`src/rtl/elastic_alu_output_stage_pkg.sv`:
```
// Shared definitions for the elastic ALU output stage: default widths,
// opcode encodings and the elastic wire bundle used between PE stages.
package elastic_alu_output_stage_pkg;

    localparam int DEFAULT_DATA_WIDTH    = 32'd32;
    localparam int DEFAULT_ADDRESS_WIDTH = 32'd32;

    // Opcodes are compared after zero-extension to 32 bits, so any opcode
    // width works and values outside this table fall through to NOP.
    localparam logic [31:0] OP_NOP   = 32'd0;
    localparam logic [31:0] OP_ADD   = 32'd1;
    localparam logic [31:0] OP_SUB   = 32'd2;
    localparam logic [31:0] OP_MUL   = 32'd3;
    localparam logic [31:0] OP_AND   = 32'd4;
    localparam logic [31:0] OP_OR    = 32'd5;
    localparam logic [31:0] OP_XOR   = 32'd6;
    localparam logic [31:0] OP_SHL   = 32'd7;
    localparam logic [31:0] OP_SHR   = 32'd8;
    localparam logic [31:0] OP_CONST = 32'd9;
    localparam logic [31:0] OP_LOAD  = 32'd10;
    localparam logic [31:0] OP_STORE = 32'd11;

    // One elastic link: data qualified by valid, stop flowing backwards.
    typedef struct packed {
        logic [DEFAULT_DATA_WIDTH-1:0] data;
        logic                          valid;
        logic                          stop;
    } elastic_wire_t;

endpackage

```
`src/rtl/elastic_alu_output_stage_if.sv`:
```
// Bundle of every handshake, context and memory signal of the output stage.
// master = the stage itself, slave = the surrounding PE / environment.
interface elastic_alu_output_stage_if
    import elastic_alu_output_stage_pkg::*;
#(
    parameter int DATA_WIDTH           = DEFAULT_DATA_WIDTH,
    parameter int ADDRESS_WIDTH        = DEFAULT_ADDRESS_WIDTH,
    parameter int OPERATION_BIT_LENGTH = 32'd4,
    parameter int NUM_OUTPUTS          = 32'd4,
    parameter int BUFFER_DEPTH         = 32'd2
) ();
    localparam int COUNT_WIDTH = $clog2(BUFFER_DEPTH) + 32'd1;

    logic [DATA_WIDTH-1:0]                   in_data_1;
    logic [DATA_WIDTH-1:0]                   in_data_2;
    logic                                    in_valid;
    logic                                    in_stop;
    logic [OPERATION_BIT_LENGTH-1:0]         op;
    logic [DATA_WIDTH-1:0]                   const_data;
    logic [NUM_OUTPUTS-1:0]                  output_mask;
    logic                                    switch_context_alu;
    logic                                    switch_context_fork;
    logic [ADDRESS_WIDTH-1:0]                memory_read_address;
    logic [DATA_WIDTH-1:0]                   memory_read_data;
    logic                                    memory_write;
    logic [ADDRESS_WIDTH-1:0]                memory_write_address;
    logic [DATA_WIDTH-1:0]                   memory_write_data;
    logic [NUM_OUTPUTS-1:0][DATA_WIDTH-1:0]  out_data;
    logic [NUM_OUTPUTS-1:0]                  out_valid;
    logic [NUM_OUTPUTS-1:0]                  out_stop;
    logic [COUNT_WIDTH-1:0]                  buffer_count;

    modport master (
        input  in_data_1, in_data_2, in_valid, op, const_data, output_mask,
               memory_read_data, out_stop,
        output in_stop, switch_context_alu, switch_context_fork,
               memory_read_address, memory_write, memory_write_address,
               memory_write_data, out_data, out_valid, buffer_count
    );

    modport slave (
        output in_data_1, in_data_2, in_valid, op, const_data, output_mask,
               memory_read_data, out_stop,
        input  in_stop, switch_context_alu, switch_context_fork,
               memory_read_address, memory_write, memory_write_address,
               memory_write_data, out_data, out_valid, buffer_count
    );

endinterface

```
`src/rtl/elastic_alu_output_stage_fifo.sv`:
```
// Elastic FIFO buffer with occupancy count. Push is ignored when full and
// pop is ignored when empty; a simultaneous push and pop keeps the count.
module elastic_alu_output_stage_fifo #(
    parameter int WIDTH       = 32'd32,
    parameter int DEPTH       = 32'd2,
    parameter int COUNT_WIDTH = $clog2(DEPTH) + 32'd1
) (
    input  logic                   clk,
    input  logic                   rst,
    input  logic                   push,
    input  logic [WIDTH-1:0]       push_data,
    input  logic                   pop,
    output logic [WIDTH-1:0]       head_data,
    output logic                   empty,
    output logic                   full,
    output logic [COUNT_WIDTH-1:0] count
);
    localparam int PTR_WIDTH = (DEPTH > 32'd1) ? $clog2(DEPTH) : 32'd1;
    localparam logic [PTR_WIDTH-1:0]   LAST_PTR   = PTR_WIDTH'(DEPTH - 32'd1);
    localparam logic [COUNT_WIDTH-1:0] FULL_COUNT = COUNT_WIDTH'(DEPTH);

    logic [WIDTH-1:0]       mem_r [DEPTH];
    logic [PTR_WIDTH-1:0]   rd_ptr_r;
    logic [PTR_WIDTH-1:0]   wr_ptr_r;
    logic [COUNT_WIDTH-1:0] count_r;
    logic                   push_en_s;
    logic                   pop_en_s;

    function automatic logic [PTR_WIDTH-1:0] next_ptr(input logic [PTR_WIDTH-1:0] ptr);
        return (ptr == LAST_PTR) ? '0 : ptr + PTR_WIDTH'(1'b1);
    endfunction

    assign empty     = (count_r == '0);
    assign full      = (count_r == FULL_COUNT);
    assign count     = count_r;
    assign head_data = mem_r[rd_ptr_r];
    assign push_en_s = push && !full;
    assign pop_en_s  = pop && !empty;

    // Storage array; contents need no reset because the pointers define validity.
    always_ff @(posedge clk) begin
        if (push_en_s) begin
            mem_r[wr_ptr_r] <= push_data;
        end
    end

    // Pointer and occupancy bookkeeping; reset flushes the buffer.
    always_ff @(posedge clk or posedge rst) begin
        if (rst) begin
            rd_ptr_r <= '0;
            wr_ptr_r <= '0;
            count_r  <= '0;
        end else begin
            if (push_en_s) begin
                wr_ptr_r <= next_ptr(wr_ptr_r);
            end
            if (pop_en_s) begin
                rd_ptr_r <= next_ptr(rd_ptr_r);
            end
            case ({push_en_s, pop_en_s})
                2'b10:   count_r <= count_r + COUNT_WIDTH'(1'b1);
                2'b01:   count_r <= count_r - COUNT_WIDTH'(1'b1);
                default: count_r <= count_r;
            endcase
        end
    end

endmodule

```
`src/rtl/elastic_alu_output_stage_fork.sv`:
```
// Eager fork: offers the head token to every enabled output, remembers which
// outputs already took it, and retires the token once all are finished.
module elastic_alu_output_stage_fork #(
    parameter int NUM_OUTPUTS = 32'd4
) (
    input  logic                   clk,
    input  logic                   rst,
    input  logic                   head_valid,
    input  logic [NUM_OUTPUTS-1:0] output_mask,
    input  logic [NUM_OUTPUTS-1:0] out_stop,
    output logic [NUM_OUTPUTS-1:0] out_valid,
    output logic                   retire
);
    logic [NUM_OUTPUTS-1:0] done_r;
    logic [NUM_OUTPUTS-1:0] handshake_s;
    logic [NUM_OUTPUTS-1:0] finished_s;

    // Per-output valid/finished decode; a zero mask makes every output finished.
    always_comb begin
        out_valid   = {NUM_OUTPUTS{head_valid}} & output_mask & ~done_r;
        handshake_s = out_valid & ~out_stop;
        finished_s  = done_r | ~output_mask | handshake_s;
        retire      = head_valid && (&finished_s);
    end

    // Done bits: collect handshakes until retirement, then clear for the next token.
    always_ff @(posedge clk or posedge rst) begin
        if (rst) begin
            done_r <= '0;
        end else if (retire) begin
            done_r <= '0;
        end else if (head_valid) begin
            done_r <= done_r | handshake_s;
        end else begin
            done_r <= done_r;
        end
    end

endmodule

```
`src/rtl/elastic_alu_output_stage.sv`:
```
// Output half of an elastic CGRA PE: combinational ALU, FIFO elastic buffer
// and eager fork to neighbour PEs, with context-switch pulses per stage.
module elastic_alu_output_stage
    import elastic_alu_output_stage_pkg::*;
#(
    parameter int DATA_WIDTH           = DEFAULT_DATA_WIDTH,
    parameter int ADDRESS_WIDTH        = DEFAULT_ADDRESS_WIDTH,
    parameter int OPERATION_BIT_LENGTH = 32'd4,
    parameter int NUM_OUTPUTS          = 32'd4,
    parameter int BUFFER_DEPTH         = 32'd2
) (
    input logic                        clk,
    input logic                        reset_n,
    elastic_alu_output_stage_if.master bus
);
    localparam int SHIFT_WIDTH = (DATA_WIDTH > 32'd1) ? $clog2(DATA_WIDTH) : 32'd1;

    logic [31:0]              op_code_s;
    logic [DATA_WIDTH-1:0]    result_s;
    logic [DATA_WIDTH-1:0]    head_s;
    logic [ADDRESS_WIDTH-1:0] address_s;
    logic                     is_store_s;
    logic                     fifo_full_s;
    logic                     fifo_empty_s;
    logic                     consume_s;
    logic                     push_s;
    logic                     retire_s;

    assign op_code_s = 32'(bus.op);
    assign address_s = ADDRESS_WIDTH'(bus.in_data_1);

    // ALU datapath under the current context opcode; unknown opcodes pass in1.
    always_comb begin
        result_s   = bus.in_data_1;
        is_store_s = 1'b0;
        case (op_code_s)
            OP_NOP:   result_s = bus.in_data_1;
            OP_ADD:   result_s = bus.in_data_1 + bus.in_data_2;
            OP_SUB:   result_s = bus.in_data_1 - bus.in_data_2;
            OP_MUL:   result_s = bus.in_data_1 * bus.in_data_2;
            OP_AND:   result_s = bus.in_data_1 & bus.in_data_2;
            OP_OR:    result_s = bus.in_data_1 | bus.in_data_2;
            OP_XOR:   result_s = bus.in_data_1 ^ bus.in_data_2;
            OP_SHL:   result_s = bus.in_data_1 << bus.in_data_2[SHIFT_WIDTH-1:0];
            OP_SHR:   result_s = bus.in_data_1 >> bus.in_data_2[SHIFT_WIDTH-1:0];
            OP_CONST: result_s = bus.const_data;
            OP_LOAD:  result_s = bus.memory_read_data;
            OP_STORE: is_store_s = 1'b1;
            default:  result_s = bus.in_data_1;
        endcase
    end

    // Input handshake and memory side. A STORE never needs buffer space, and
    // nothing is consumed (so no write strobe) while reset is held.
    always_comb begin
        bus.in_stop              = is_store_s ? 1'b0 : fifo_full_s;
        consume_s                = bus.in_valid && !bus.in_stop && !reset_n;
        push_s                   = consume_s && !is_store_s;
        bus.memory_write         = consume_s && is_store_s;
        bus.switch_context_alu   = consume_s;
        bus.switch_context_fork  = retire_s;
        bus.memory_read_address  = address_s;
        bus.memory_write_address = address_s;
        bus.memory_write_data    = bus.in_data_2;
    end

    assign bus.out_data = {NUM_OUTPUTS{head_s}};

    elastic_alu_output_stage_fifo #(
        .WIDTH (DATA_WIDTH),
        .DEPTH (BUFFER_DEPTH)
    ) u_fifo (
        .clk       (clk),
        .rst       (reset_n),
        .push      (push_s),
        .push_data (result_s),
        .pop       (retire_s),
        .head_data (head_s),
        .empty     (fifo_empty_s),
        .full      (fifo_full_s),
        .count     (bus.buffer_count)
    );

    elastic_alu_output_stage_fork #(
        .NUM_OUTPUTS (NUM_OUTPUTS)
    ) u_fork (
        .clk         (clk),
        .rst         (reset_n),
        .head_valid  (!fifo_empty_s),
        .output_mask (bus.output_mask),
        .out_stop    (bus.out_stop),
        .out_valid   (bus.out_valid),
        .retire      (retire_s)
    );

endmodule

```
`src/flat_wrapper.sv`:
```
// flat-port wrapper written by rule: the top's interface ports become plain ports
module elastic_alu_output_stage_flat import elastic_alu_output_stage_pkg::*;
#(
    parameter int DATA_WIDTH           = DEFAULT_DATA_WIDTH,
    parameter int ADDRESS_WIDTH        = DEFAULT_ADDRESS_WIDTH,
    parameter int OPERATION_BIT_LENGTH = 32'd4,
    parameter int NUM_OUTPUTS          = 32'd4,
    parameter int BUFFER_DEPTH         = 32'd2
)
  (clk, reset_n, bus_in_data_1, bus_in_data_2, bus_in_valid, bus_op, bus_const_data, bus_output_mask, bus_memory_read_data, bus_out_stop, bus_in_stop, bus_switch_context_alu, bus_switch_context_fork, bus_memory_read_address, bus_memory_write, bus_memory_write_address, bus_memory_write_data, bus_out_data, bus_out_valid, bus_buffer_count);
  elastic_alu_output_stage_if #(.DATA_WIDTH(DATA_WIDTH), .ADDRESS_WIDTH(ADDRESS_WIDTH), .OPERATION_BIT_LENGTH(OPERATION_BIT_LENGTH), .NUM_OUTPUTS(NUM_OUTPUTS), .BUFFER_DEPTH(BUFFER_DEPTH)) bus_i ();
  input logic clk;
  input logic reset_n;
  input wire logic [$bits(bus_i.in_data_1)-1:0] bus_in_data_1;
  input wire logic [$bits(bus_i.in_data_2)-1:0] bus_in_data_2;
  input wire logic [$bits(bus_i.in_valid)-1:0] bus_in_valid;
  input wire logic [$bits(bus_i.op)-1:0] bus_op;
  input wire logic [$bits(bus_i.const_data)-1:0] bus_const_data;
  input wire logic [$bits(bus_i.output_mask)-1:0] bus_output_mask;
  input wire logic [$bits(bus_i.memory_read_data)-1:0] bus_memory_read_data;
  input wire logic [$bits(bus_i.out_stop)-1:0] bus_out_stop;
  output wire logic [$bits(bus_i.in_stop)-1:0] bus_in_stop;
  output wire logic [$bits(bus_i.switch_context_alu)-1:0] bus_switch_context_alu;
  output wire logic [$bits(bus_i.switch_context_fork)-1:0] bus_switch_context_fork;
  output wire logic [$bits(bus_i.memory_read_address)-1:0] bus_memory_read_address;
  output wire logic [$bits(bus_i.memory_write)-1:0] bus_memory_write;
  output wire logic [$bits(bus_i.memory_write_address)-1:0] bus_memory_write_address;
  output wire logic [$bits(bus_i.memory_write_data)-1:0] bus_memory_write_data;
  output wire logic [$bits(bus_i.out_data)-1:0] bus_out_data;
  output wire logic [$bits(bus_i.out_valid)-1:0] bus_out_valid;
  output wire logic [$bits(bus_i.buffer_count)-1:0] bus_buffer_count;
  assign bus_i.in_data_1 = bus_in_data_1;
  assign bus_i.in_data_2 = bus_in_data_2;
  assign bus_i.in_valid = bus_in_valid;
  assign bus_i.op = bus_op;
  assign bus_i.const_data = bus_const_data;
  assign bus_i.output_mask = bus_output_mask;
  assign bus_i.memory_read_data = bus_memory_read_data;
  assign bus_i.out_stop = bus_out_stop;
  assign bus_in_stop = bus_i.in_stop;
  assign bus_switch_context_alu = bus_i.switch_context_alu;
  assign bus_switch_context_fork = bus_i.switch_context_fork;
  assign bus_memory_read_address = bus_i.memory_read_address;
  assign bus_memory_write = bus_i.memory_write;
  assign bus_memory_write_address = bus_i.memory_write_address;
  assign bus_memory_write_data = bus_i.memory_write_data;
  assign bus_out_data = bus_i.out_data;
  assign bus_out_valid = bus_i.out_valid;
  assign bus_buffer_count = bus_i.buffer_count;
  elastic_alu_output_stage #(.DATA_WIDTH(DATA_WIDTH), .ADDRESS_WIDTH(ADDRESS_WIDTH), .OPERATION_BIT_LENGTH(OPERATION_BIT_LENGTH), .NUM_OUTPUTS(NUM_OUTPUTS), .BUFFER_DEPTH(BUFFER_DEPTH)) u_core (.clk(clk), .reset_n(reset_n), .bus(bus_i));
endmodule
```
`config.mk`:
```
export PLATFORM = sky130hd
export DESIGN_NAME = elastic_alu_output_stage_flat
export DESIGN_NICKNAME = d
export VERILOG_FILES = /design/src/rtl/elastic_alu_output_stage_pkg.sv /design/src/rtl/elastic_alu_output_stage_if.sv /design/src/rtl/elastic_alu_output_stage_fifo.sv /design/src/rtl/elastic_alu_output_stage_fork.sv /design/src/rtl/elastic_alu_output_stage.sv /design/src/flat_wrapper.sv
export SDC_FILE = /design/constraint.sdc
export NUM_CORES = 2
export LEC_CHECK = 0
export BUFFER_PORTS_ARGS = -buffer_cell sky130_fd_sc_hd__buf_4
export CAP_MARGIN = 20
export CELL_PAD_IN_SITES_DETAIL_PLACEMENT = 1
export CELL_PAD_IN_SITES_GLOBAL_PLACEMENT = 1
export CORE_ASPECT_RATIO = 0.6
export CORE_UTILIZATION = 40
export DETAILED_ROUTE_END_ITERATION = 16
export PLACE_DENSITY = 0.79
export SLEW_MARGIN = 15
export SYNTH_ARGS = -nofsm -noshare
export SYNTH_HDL_FRONTEND = slang
export SYNTH_SLANG_ARGS = --single-unit
```
`constraint.sdc`:
```
create_clock -name clk -period 4.34 [get_ports clk]
set_input_delay 0.868 -clock clk [delete_from_list [all_inputs] [get_ports clk]]
set_output_delay 0.868 -clock clk [all_outputs]
set_load 0.02 [all_outputs]
```
## Word level (Yosys, flattened, before mapping)

Memories as Yosys holds them, arrays and structs flattened.
Index checks and enable logic that the tools add are counted.

| cells by class | value |
|---|---|
| reductions and logical operators | 15 |
| multiply operators | 1 |
| eq/ne operators | 15 |
| bitwise operators | 12 |
| order comparisons | 0 |
| add/sub/neg operators | 6 |
| muxes and demuxes | 10 |
| shift operators | 2 |
| div/mod/pow operators | 0 |

Operator list:

| cell | number |
|---|---|
| $pmux 32 s10 | 1 |
| $add 32x32->32 | 1 |
| $and 32x32->32 | 1 |
| $mul 32x32->32 | 1 |
| $or 32x32->32 | 1 |
| $shl 32x5->32 | 1 |
| $shr 32x5->32 | 1 |
| $sub 32x32->32 | 1 |
| $xor 32x32->32 | 1 |
| $eq 4x3->1 const B | 4 |
| $eq 4x4->1 const B | 4 |
| $and 4x4->4 | 3 |
| $not 4->4 | 3 |
| $or 4x4->4 | 3 |
| $eq 4x2->1 const B | 2 |
| $mux 4 | 2 |
| $logic_and 1x1->1 | 7 |
| $mux 1 | 6 |
| $logic_not 1->1 | 5 |
| $eq 2x2->1 const B | 2 |
| $eq 4x1->1 const B | 1 |
| $pmux 2 s2 | 1 |
| $reduce_and 4->1 | 1 |
| $add 1x1->1 const B | 2 |
| 6 further kinds | 6 |

| storage, ports and cells | value |
|---|---|
| input port bits | 143 |
| output and inout bits | 234 |
| latch bits | 0 |
| memories kept | 1 |
| ROM bits | 0 |
| flip-flop bits (word level) | 8 |
| bits in writable memories | 64 |

Memory list:

| name | depth | bits a word | rd ports | clocked after Yosys merged registers in | write ports | line | text |
|---|---|---|---|---|---|---|---|
| u_core.u_fifo.mem_r | 2 | 32 | 1 | 0 | 1 | elastic_alu_output_stage_fifo.sv:22 | `logic [WIDTH-1:0] mem_r [DEPTH];` |

## Logic depth before layout (Yosys ltp)

| logic depth | value |
|---|---|
| depth after elaboration | 11 |
| gate-level depth with buffers | 31 |

## Modules after synthesis

A second synthesis with hierarchy kept.

| second synthesis, totals | value |
|---|---|
| cell total of the unflattened synthesis | 3220 |
| area total of the unflattened synthesis | 27242.4 um^2 |

By module, submodules not included:

| module | cells each | area each (um^2) | times used |
|---|---|---|---|
| elastic_alu_output_stage | 3071 | 24327.1 | 1 |
| elastic_alu_output_stage_fifo | 119 | 2662.6 | 1 |
| elastic_alu_output_stage_fork | 30 | 252.7 | 1 |

## Worst setup path before layout

No wires, ideal clock.

| timing | value |
|---|---|
| path type | input-to-reg |
| from | in bus_in_data_2[3] |
| to | mem u_core.u_fifo.mem_r[0][31] in the netlist's numbering (data pin) |
| library setup time | 265 ps |
| required time | 4075 ps |
| path buffers | 4 |
| setup slack | -3946 ps |
| arrival time | 8022 ps |
| stages on the path | 28 |
| cells stage by stage | buf_6 clkinv_1 clkbuf_1 buf_1 buf_1 nor2_1 fa_1 inv_1 fa_1 fa_1 fa_1 inv_1 fa_1 inv_1 fa_1 inv_1 fa_1 fa_1 ha_1 and3_1 o21ai_0 nor2b_1 a211oi_1 a21oi_1 a21oi_1 xnor2_1 o221ai_1 o32a_1 |

| between the ends | value |
|---|---|
| word-level cells in the longest chain between the ends | 2 |
| elaborated cells on any way between the ends | 6 |
| classes of those cells | add/sub (2); mul (1); shift (2); mux (1) |

Ends and longest elaborated chain:

| item | line | text |
|---|---|---|
| start, declared | flat_wrapper.sv:15 | `input wire logic [$bits(bus_i.in_data_2)-1:0] bus_in_data_2;` |
| $mul 32x32->32, or another cell as far along | elastic_alu_output_stage.sv:40 | `OP_MUL: result_s = bus.in_data_1 * bus.in_data_2;` |
| $pmux 32 s10 * | elastic_alu_output_stage.sv:36 | `case (op_code_s)` |
| via u_core.result_s[31] | elastic_alu_output_stage.sv:19 | `logic [DATA_WIDTH-1:0] result_s;` |
| end, declared | elastic_alu_output_stage_fifo.sv:22 |  |

The timed path passes the listed nets; every way through them passes the cells marked *.

## Final worst setup path

| timing | value |
|---|---|
| from | in bus_in_data_2[3] |
| to | mem u_core.u_fifo.mem_r[1][29] in the netlist's numbering (data pin) |

Same word-level chain as after synthesis.

==> flow_metrics.tcl <==
set metrics [dict create \
    yosys_warnings 0 \
    grt_pass1_vias 31500 \
    grt_use_total 0.473 \
    grt_pass1_wl_um 229000 \
    skew_ns 0.0184 \
    ys.flop_type "edfxtp_1" \
    synth_top_family_by_area "adder cells" \
    multi_input_area_um2 23100 \
    critPathRequiredTime_ns 4.50 \
    start_util 0.406 \
    row_count 73 \
    final_util 0.578 \
    fin_nets 4728 \
    yosysUniqueCellTypes 82 \
    cp_common_cell "fa_1" \
    fin_tns_setup_ns -151.60 \
    gp_congestion 1.08 \
    vias_per_cell 6.30 \
    drt-total-wl_um 171000 \
    post_synth_instance_area_um2 27000 \
    grt_overflow 0 \
    clk_pin_slew_ns 0.07 \
    max_freq_ghz 0.126 \
    die_w_um 337 \
    dr.pass1.iters 9 \
    grtUsageMet2 0.663 \
    async_reset_ff_frac 0.111 \
    synthAdderAreaFrac 0.406 \
    worstSetupStartpointType "input port" \
    netlist_top_cells_area "fa_1 30%, ha_1 10%, edfxtp_1 7.1%" \
    yosys-top-cells-count "458 x nor2_1, 432 x inv_1, 409 x fa_1" \
    synth_edf_count 64 \
    portBuffers 376 \
    synth_nets 3953 \
    clock_sinks 72 \
    synth_top_area_frac 0.303 \
    cts_tree "yes" \
    met1_usage 0.617 \
    reg2reg_to "u_core.u_fifo.mem_r[0][5]" \
    outcome "finished with violations" \
    worstRegToRegCells 4 \
    synth.ff_latch_count 72 \
    synth_xor_area_frac 0.0451 \
    cp_max_fo 5 \
    rsz0062_at_grt "yes" \
    antenna_found_initial 10 \
    drtIter0Drc 4515 \
    clockBufferDepth 2 \
    arrival_ns 8.12 \
    met3_usage 0.227 \
    drive_gt1_frac 0.409 \
    cts_root_buf "clkbuf_16" \
    fin_crit_sh 1.83 \
    synth_most_common_cell "nor2_1" \
    synthCells 3180 \
    ant_nets 0 \
    end_kind "flip-flop" \
    drt-wirelength-per-cell_um 35.1 \
    grt.busiest_layer "met2" \
    fin_crit_ns 7.96 \
    r2r_start "u_core.u_fifo.count[0]" \
    cap_violations 0 \
    synth_top_cell_by_area "fa_1" \
    hold_path_class "in -> async" \
    hold_violations 0 \
    maxSlewViolCount 0 \
    yosys.area_share.simple 0.137 \
    vias 30600 \
    numCtsBuffers 9 \
    critical_path_class "in -> reg" \
    fin_ws_ns -3.62 \
    final-seq-area_um2 2120 \
    drc 0 \
    grt_max_degree 75 \
    setup-violations-final 58 \
    die_area_um2 68600 \
    die_y_um 203 \
    clk_latency_ns 0.37 \
    core_um2 66500 \
    synth.avg_cell_area_um2 8.49 \
    dp_hpwl_um 129000 \
    worst_pin_slew_ns 0.985 \
    yosysSeqAreaShare 0.0786 \
    synth_compound_area_frac 0.120 \
    htreeDepth 3 \
    area_growth_pct 42.4 \
    cpPeakStageDelay_ns 0.61 \
    pin_count 377 \
    reg2reg_slack_ns 2.12 \
    violations "setup timing" \
    synthMuxAreaShare 0.0683 \
    relSlewSlack 0.341 \
    slowest_stage "fa_1" \
    fillCellCount 7620 \
]
-- worst max-delay path by stage --
stage	from	to	slack, ns
6_report	bus_in_data_2[3]	u_core.u_fifo.mem_r[1][29]	-3.62
5_1_grt	bus_in_data_2[3]	u_core.u_fifo.mem_r[0][30]	-3.65
4_1_cts	bus_in_data_2[7]	u_core.u_fifo.mem_r[0][30]	-3.14
3_5_place_dp	bus_in_data_1[11]	u_core.u_fifo.mem_r[0][31]	-3.97
3_3_place_gp	bus_in_data_1[10]	u_core.u_fifo.mem_r[0][31]	-3.88
2_1_floorplan	bus_in_data_2[2]	u_core.u_fifo.mem_r[0][31]	-3.20
-- through the flow --
stage / hold slack (ns) / std cells / cell area (um2) / worst slack, ns
2_1_floorplan: 0.456 / 3180 / 27500 / -3.20
3_3_place_gp: 0.472 / 4763 / 34700 / -3.88
3_5_place_dp: 0.478 / 4763 / 34700 / -3.97
4_1_cts: 0.491 / 4830 / 37600 / -3.14
5_1_grt: 0.521 / 4858 / 38400 / -3.65
6_report: 0.480 / 4864 / 38400 / -3.62
-- cells by family (layout without fill, tap and decap cells) --
family	count (synthesis)	in the layout
adder cells (fa/ha/maj)	630	630
flip-flops	72	72
AO/OA/AOI/OAI	477	477
buffers and inverters	838	1616
AND/OR/NAND/NOR	886	886
multiplexers	138	138
other	0	6
XOR/XNOR	139	139
-- layout by cell type (no fill, tap or decap), types with 10 or more instances in the layout --
cell and count:
inv_4 10, nand3_1 11, buf_12 62, mux2i_1 65, xor2_1 23, a221oi_2 10
or3_1 11, xnor2_1 96, a21oi_1 74, nand2_1 288, nor2b_1 11, a21oi_2 24
o21ai_1 15, o22ai_1 23, mux2_2 39, o21a_1 13, nand2b_1 19, o211ai_1 21
buf_8 24, a21o_1 19, nor2_2 38, ha_1 169, o21ai_0 84, nand4_1 14
a221o_1 15, nor2_4 31, a211o_1 11, inv_2 42, inv_1 383, edfxtp_1 64
mux4_2 33, buf_6 74, nor3_1 16, ha_4 48, a221oi_1 29, fa_2 46
nor2_1 389, fa_1 363, buf_4 972, a22oi_2 11
-- layout make-up --
type | count | area share
diodes | 6 | 0.000391
clock buffers | 9 | 0.00586
clock inverters | 5 | 0.00218
inverters | 461 | 0.0491
multi-input cells | 2270 | 0.600
flip-flops and latches | 72 | 0.0552
well taps | 900 | 0.0293
repair buffers | 1139 | 0.258
repair inverters | 2 | 0.000391
-- critical path: cells and delay by family --
kind | cells | cell delay, ns
AOI/OAI and AO/OA | 6 | 1.28
adders and majority gates | 9 | 4.23
buffers and inverters | 6 | 0.77
and+or+nand+nor | 4 | 0.97
-- sequential cells by signal, summed over array words and instances, names as in the netlist --
register and cells:
u_core.u_fork.done_r 4, u_core.u_fifo.wr_ptr_r 1, u_core.u_fifo.count 2, u_core.u_fifo.rd_ptr_r 1, u_core.u_fifo.mem_r 64
-- metal layers --
metal	wire, um	up-vias	share of wire
met1	62800	15300	0.37
met3	28800	789	0.17
met5	307	-	0.0018
met2	67900	2814	0.40
met4	11100	10	0.065
li1	-	11700	-
-- repair_timing --
| item | 4_1_cts | 5_1_grt |
|---|---|---|
| pin swaps | 162 | 121 |
| hold endpoints to repair | 0 | 0 |
| gates resized for setup | 476 | 155 |
| cloned | 5 | 0 |
| hold buffers | 0 | 0 |
| setup buffers | 64 | 48 |
| setup endpoints to repair | 58 | 61 |
Power is left out: the tool's default activity adds up to more than one toggle a clock period on the data nets, which glitch-free logic cannot reach.
